## src/rtl/mips_pkg.sv

```systemverilog
// Shared MIPS datapath constants and the default writeback payload layout.
package mips_pkg;

   localparam int unsigned DEF_DATA_W = 32;
   localparam int unsigned DEF_ADDR_W = 5;
   localparam int unsigned REG_ZERO   = 0;

   typedef struct packed {
      logic [DEF_DATA_W-1:0] result;
      logic [DEF_ADDR_W-1:0] waddr;
      logic                  we;
      logic                  hilo_we;
      logic [DEF_DATA_W-1:0] hi;
      logic [DEF_DATA_W-1:0] lo;
   } wb_payload_t;

endpackage

```

## src/rtl/skid_buf.sv

```systemverilog
// Generic 2-entry valid/ready skid buffer with flush; in_ready depends only on held state.
module skid_buf #(
   parameter int unsigned W = 8
) (
   input  logic         clk,
   input  logic         rst,
   input  logic         flush,
   input  logic         in_valid,
   output logic         in_ready,
   input  logic [W-1:0] in_data,
   output logic         out_valid,
   input  logic         out_ready,
   output logic [W-1:0] out_data
);

   logic         main_valid_q, main_valid_d;
   logic         skid_valid_q, skid_valid_d;
   logic [W-1:0] main_q, main_d;
   logic [W-1:0] skid_q, skid_d;
   logic         in_fire, out_fire;

   assign in_ready  = ~skid_valid_q & ~rst;
   assign in_fire   = in_valid & in_ready;
   assign out_fire  = main_valid_q & out_ready;
   assign out_valid = main_valid_q;
   assign out_data  = main_q;

   always_comb begin
      main_valid_d = main_valid_q;
      skid_valid_d = skid_valid_q;
      main_d       = main_q;
      skid_d       = skid_q;
      if (~main_valid_q | out_fire) begin
         if (skid_valid_q) begin
            main_d       = skid_q;
            main_valid_d = 1'b1;
            skid_valid_d = 1'b0;
         end else if (in_fire) begin
            main_d       = in_data;
            main_valid_d = 1'b1;
         end else begin
            main_valid_d = 1'b0;
         end
      end else if (in_fire) begin
         // Main is stalled: park the new entry so the producer is not stalled this cycle.
         skid_d       = in_data;
         skid_valid_d = 1'b1;
      end
      if (flush) begin
         main_valid_d = 1'b0;
         skid_valid_d = 1'b0;
      end
   end

   always_ff @(posedge clk) begin
      if (rst) begin
         main_valid_q <= 1'b0;
         skid_valid_q <= 1'b0;
         main_q       <= '0;
         skid_q       <= '0;
      end else begin
         main_valid_q <= main_valid_d;
         skid_valid_q <= skid_valid_d;
         main_q       <= main_d;
         skid_q       <= skid_d;
      end
   end

endmodule

```

## src/rtl/pipe_wb_reg.sv

```systemverilog
// MEM->WB pipeline register: skid-buffered handshake, zero-register write suppression,
// bubble gating of write enables, optional HI/LO channel and saturating stall counter.
module pipe_wb_reg
   import mips_pkg::*;
#(
   parameter int unsigned DATA_W        = DEF_DATA_W,
   parameter int unsigned ADDR_W        = DEF_ADDR_W,
   parameter bit          HILO_EN       = 1'b1,
   parameter bit          ZERO_SUPPRESS = 1'b1,
   parameter int unsigned CNT_W         = 16
) (
   input  logic              clk,
   input  logic              rst,
   input  logic              flush,
   input  logic              in_valid,
   output logic              in_ready,
   input  logic [DATA_W-1:0] result_i,
   input  logic [ADDR_W-1:0] waddr_i,
   input  logic              we_i,
   input  logic              hilo_we_i,
   input  logic [DATA_W-1:0] hi_i,
   input  logic [DATA_W-1:0] lo_i,
   output logic              out_valid,
   input  logic              out_ready,
   output logic [DATA_W-1:0] result_o,
   output logic [ADDR_W-1:0] waddr_o,
   output logic              we_o,
   output logic              hilo_we_o,
   output logic [DATA_W-1:0] hi_o,
   output logic [DATA_W-1:0] lo_o,
   output logic [CNT_W-1:0]  stall_cnt
);

   typedef struct packed {
      logic [DATA_W-1:0] result;
      logic [ADDR_W-1:0] waddr;
      logic              we;
      logic              hilo_we;
      logic [DATA_W-1:0] hi;
      logic [DATA_W-1:0] lo;
   } pay_t;

   localparam int unsigned PAY_W = $bits(pay_t);

   pay_t             pay_in, pay_out;
   logic [CNT_W-1:0] stall_cnt_q, stall_cnt_d;

   // Capture-side shaping: zero-register suppression and HI/LO tie-off.
   always_comb begin
      pay_in.result  = result_i;
      pay_in.waddr   = waddr_i;
      pay_in.we      = we_i;
      pay_in.hilo_we = 1'b0;
      pay_in.hi      = '0;
      pay_in.lo      = '0;
      if (ZERO_SUPPRESS && (waddr_i == ADDR_W'(REG_ZERO))) pay_in.we = 1'b0;
      if (HILO_EN) begin
         pay_in.hilo_we = hilo_we_i;
         pay_in.hi      = hi_i;
         pay_in.lo      = lo_i;
      end
   end

   skid_buf #(.W(PAY_W)) u_skid (
      .clk       (clk),
      .rst       (rst),
      .flush     (flush),
      .in_valid  (in_valid),
      .in_ready  (in_ready),
      .in_data   (pay_in),
      .out_valid (out_valid),
      .out_ready (out_ready),
      .out_data  (pay_out)
   );

   assign result_o  = pay_out.result;
   assign waddr_o   = pay_out.waddr;
   assign we_o      = pay_out.we & out_valid;
   assign hilo_we_o = pay_out.hilo_we & out_valid;
   assign hi_o      = pay_out.hi;
   assign lo_o      = pay_out.lo;
   assign stall_cnt = stall_cnt_q;

   always_comb begin
      stall_cnt_d = stall_cnt_q;
      if (out_valid && !out_ready && (stall_cnt_q != {CNT_W{1'b1}}))
         stall_cnt_d = stall_cnt_q + CNT_W'(1);
   end

   always_ff @(posedge clk) begin
      if (rst) stall_cnt_q <= '0;
      else     stall_cnt_q <= stall_cnt_d;
   end

endmodule

```

## config.mk

```make
export PLATFORM = sky130hd
export DESIGN_NAME = pipe_wb_reg
export DESIGN_NICKNAME = d
export VERILOG_FILES = /design/src/rtl/mips_pkg.sv /design/src/rtl/skid_buf.sv /design/src/rtl/pipe_wb_reg.sv
export SDC_FILE = /design/constraint.sdc
export NUM_CORES = 1
export LEC_CHECK = 0
export ABC_AREA = 1
export CAP_MARGIN = 20
export CORE_MARGIN = 1
export CORE_UTILIZATION = 56
export CTS_CLUSTER_DIAMETER = 30
export DETAILED_ROUTE_END_ITERATION = 7
export GPL_TIMING_DRIVEN = 0
export PLACE_DENSITY = 0.87
export RECOVER_POWER = 100
export SLEW_MARGIN = 30
export SYNTH_ARGS = -nofsm -noshare
export SYNTH_HDL_FRONTEND = slang
export SYNTH_HIERARCHICAL = 1
export SYNTH_SLANG_ARGS = --single-unit
```

## constraint.sdc

```tcl
create_clock -name clk -period 2.25 [get_ports clk]
set_clock_uncertainty 0.15 [all_clocks]
set_input_delay 0.5625 -clock clk [delete_from_list [all_inputs] [get_ports clk]]
set_output_delay 0.5625 -clock clk [all_outputs]
set_load 0.03 [all_outputs]
```

==> impl_metrics.prom <==
# TYPE chip_impl_metric gauge
chip_impl_info{name="status",value="finished clean"} 1
chip_impl_info{name="final_cell_mix",value="669 x nor2_1, 464 x nand2_1, 225 x inv_1, 223 x dfxtp_1, 115 x nand3_1"} 1
chip_impl_metric{name="fin_setup_tns",unit="ps"} 0
chip_impl_metric{name="postRouteWirelength",unit="um"} 31900
chip_impl_metric{name="synth_async_sr_flop_share",unit=""} 0
chip_impl_info{name="timing.critical_path.to_type",value="output port"} 1
chip_impl_metric{name="die_x",unit="um"} 142
chip_impl_metric{name="initial_antenna_violation_count",unit=""} 1
chip_impl_info{name="cts_tree",value="done"} 1
chip_impl_metric{name="syn-num-nets",unit=""} 1940
chip_impl_metric{name="grt_pass1_vias",unit=""} 11107
chip_impl_metric{name="clock_path_buffers",unit=""} 3
chip_impl_metric{name="clk_pin_slew",unit="ps"} 40
chip_impl_metric{name="hpwl",unit="um"} 21200
chip_impl_metric{name="final_nets",unit=""} 2217
chip_impl_metric{name="clock.fmax",unit="MHz"} 450
chip_impl_metric{name="final_hold_viol_count",unit=""} 0
chip_impl_info{name="setup.worst_path.class",value="flip-flop to output port"} 1
chip_impl_metric{name="timing.final.max_slew_violations",unit=""} 0
chip_impl_metric{name="finalCritPeriodShare",unit=""} 0.987
chip_impl_metric{name="design.die.area",unit="um^2"} 20100
chip_impl_metric{name="cap_violations",unit=""} 0
chip_impl_metric{name="power.density_cell_area",unit="nW/um^2"} 869
chip_impl_metric{name="cts_made_buffers",unit=""} 47
chip_impl_metric{name="floorplan.die.height",unit="um"} 142
chip_impl_info{name="commonest_non_fill_non_tap_cell_in_the_layout",value="nor2_1"} 1
chip_impl_metric{name="cts.sinks",unit=""} 224
chip_impl_metric{name="rows",unit=""} 50
chip_impl_metric{name="post_route_cells_drive_above_1_share",unit=""} 0.0765
chip_impl_metric{name="post_synth_num_cell_types",unit=""} 25
chip_impl_metric{name="leakagePower",unit="nW"} 8.13
chip_impl_info{name="crit_path_top_delay_cell",value="clkdlybuf4s50_1"} 1
chip_impl_metric{name="grt_pass1_wl",unit="um"} 51300
chip_impl_metric{name="global_route.usage.total",unit=""} 0.317
chip_impl_info{name="crit_chain",value="clkdlybuf4s50_1"} 1
chip_impl_metric{name="synth.ff_latch_count",unit=""} 224
chip_impl_metric{name="r2r_setup_slack",unit="ps"} 230
chip_impl_metric{name="finalSetupViolations",unit=""} 0
chip_impl_metric{name="area_growth_syn_to_layout",unit="%"} 36.7
chip_impl_metric{name="vias",unit=""} 11900
chip_impl_metric{name="critPathArrivalTime",unit="ps"} 1510
chip_impl_metric{name="drt_drc_violations_left",unit=""} 0
chip_impl_info{name="clock_tree.root_cell",value="clkbuf_16"} 1
chip_impl_metric{name="post-route-cell-area",unit="um^2"} 14900
chip_impl_metric{name="post-cts-setup-buffer-count",unit=""} 0
chip_impl_metric{name="cts_hold_repair.buffers",unit=""} 0
chip_impl_metric{name="avgSynthCellArea",unit="um^2"} 5.96
chip_impl_metric{name="cp_num_buf_inv",unit=""} 1
chip_impl_info{name="ys_dominant_reg_cell",value="dfxtp_1"} 1
chip_impl_metric{name="clkLatencyLatePin",unit="ps"} 520
chip_impl_metric{name="postRouteAntennaNets",unit=""} 0
chip_impl_metric{name="hold-worst-slack",unit="ps"} 325
chip_impl_metric{name="design.core.area",unit="um^2"} 18900
chip_impl_metric{name="slew_headroom",unit=""} 0.668
chip_impl_metric{name="floorplan.initialDensity",unit=""} 0.578
chip_impl_metric{name="globalRoute.totalOverflow",unit=""} 0
chip_impl_metric{name="finalCriticalPeriod",unit="ps"} 2220
chip_impl_metric{name="detailedRoute.firstIterationViolations",unit=""} 781
chip_impl_info{name="min-delay-path-class",value="flip-flop to flip-flop"} 1
chip_impl_metric{name="cp_slowest_stage_delay",unit="ps"} 670
chip_impl_metric{name="syn-cell-area",unit="um^2"} 10900
chip_impl_metric{name="post_drt_via_cell_ratio",unit=""} 4.95
chip_impl_metric{name="cp_data_required_time",unit="ps"} 1540
chip_impl_metric{name="path_max_fanout",unit=""} 2
chip_impl_metric{name="synth_sequential_area_ratio",unit=""} 0.411
chip_impl_metric{name="synthCells",unit=""} 1831
chip_impl_metric{name="floorplan.io_pins",unit=""} 229
chip_impl_metric{name="routedWlPerCell",unit="um"} 13.3
chip_impl_metric{name="worstMarginPinSlew",unit="ps"} 498
chip_impl_metric{name="synth-warning-count",unit=""} 6
chip_impl_metric{name="port-buffer-count",unit=""} 228
chip_impl_metric{name="power.ir.vdd_worst",unit="V"} 0.000642
chip_impl_metric{name="synth_enable_flop_cells",unit=""} 0
chip_impl_metric{name="cts_max_level",unit=""} 2
chip_impl_metric{name="gp_routability_congestion",unit=""} 0.892
chip_impl_metric{name="placement.cell_area",unit="um^2"} 13500
chip_impl_metric{name="grt_start_max_net_pins",unit=""} 13
chip_impl_info{name="timing.critical_path.from_type",value="flip-flop"} 1
chip_impl_info{name="family_with_the_most_delay_on_the_worst_path",value="buffers and inverters"} 1
chip_impl_metric{name="drt_pre_antenna_iters",unit=""} 5
==> what timing repair did <==
action	in CTS	in global routing
gates resized for setup	97	36
pin swaps	0	0
endpoints found under the setup margin	227	38
==> cell families after synthesis <==
family | Yosys count | share of synthesized area
flip-flops | 224 | 0.411
buffers and inverters | 330 | 0.124
adder cells (fa/ha/maj) | 1 | 0.00115
AND/OR/NAND/NOR | 1266 | 0.459
XOR/XNOR | 1 | 0.000802
AO/OA/AOI/OAI | 9 | 0.00493
==> stage by stage <==
step           power, mW  setup WS [ps]  std cells  utilization
6_report            13.0           28.6       2406        0.790
5_1_grt             13.4          -1.46       2406        0.790
4_1_cts             13.1          0.220       2405        0.803
3_5_place_dp        5.63           -780       2319        0.716
3_3_place_gp        5.61           -704       2319        0.716
2_1_floorplan       5.04            205       1831            -
==> per-layer routing <==
| metal | part of all wire | global-route usage |
|---|---|---|
| met2 | 0.49 | 0.559 |
| met5 | 0 | 0 |
| met4 | 0.053 | 0.188 |
| met3 | 0.064 | 0.0543 |
| met1 | 0.40 | 0.358 |
==> where the power goes <==
group	switching (mW)	total, mW	leakage, nW	internal (mW)
clock	2.13	7.47	0.854	5.34
sequential	0.0781	4.20	1.83	4.13
combinational	0.810	1.29	5.45	0.483
total	3.02	13.0	8.13	9.95
==> worst min-delay path: cells and delay by family, from the launching register on <==
kind / cells / cell delay [ps]
flip-flops: 1 / 320
AND/OR/NAND/NOR: 2 / 120
==> cells in the mapped netlist, types with 3 or more instances <==
library cell / count / share of area
buf_2: 41 / 0.019
nand2_2: 5 / 0.0029
buf_1: 12 / 0.0041
nand2_4: 3 / 0.0031
nand2_1: 464 / 0.16
nand3_1: 115 / 0.053
a21oi_1: 5 / 0.0023
nor2_2: 7 / 0.0040
dfxtp_1: 224 / 0.41
inv_2: 3 / 0.0010
buf_4: 16 / 0.011
nor2_1: 664 / 0.23
clkbuf_1: 32 / 0.011
inv_1: 225 / 0.077
nor2_4: 5 / 0.0052
==> area by class of cell <==
type / instances / area [um^2]
Sequential cell: 224 / 4490
Antenna cell: 1 / 2.50
Fill cell: 1440 / 3970
Clock buffer: 67 / 1370
Multi-Input combinational cell: 1277 / 5050
Inverter: 229 / 861
Buffer: 101 / 484
Tap cell: 260 / 325
Timing Repair Buffer: 228 / 1980
Clock inverter: 19 / 360
==> flip-flops by register name, indices dropped and copies added, names as in the netlist <==
signal and flops:
stall_cnt 16, u_skid/out_data 103, u_skid/skid_valid_q 1, u_skid/skid_q 103, u_skid/out_valid 1
==> worst paths after layout <==
kind	startpoint	end	cells after the start
worst min-delay path	u_skid/out_data[35]	u_skid/out_data[35]	2
worst max-delay path	u_skid/out_data[19]	lo_o[19]	1
worst min register to register	u_skid/out_data[35]	u_skid/out_data[35]	2
worst max register to register	u_skid/out_valid	u_skid/skid_q[63]	6
Power figures use the tool's default switching activity.
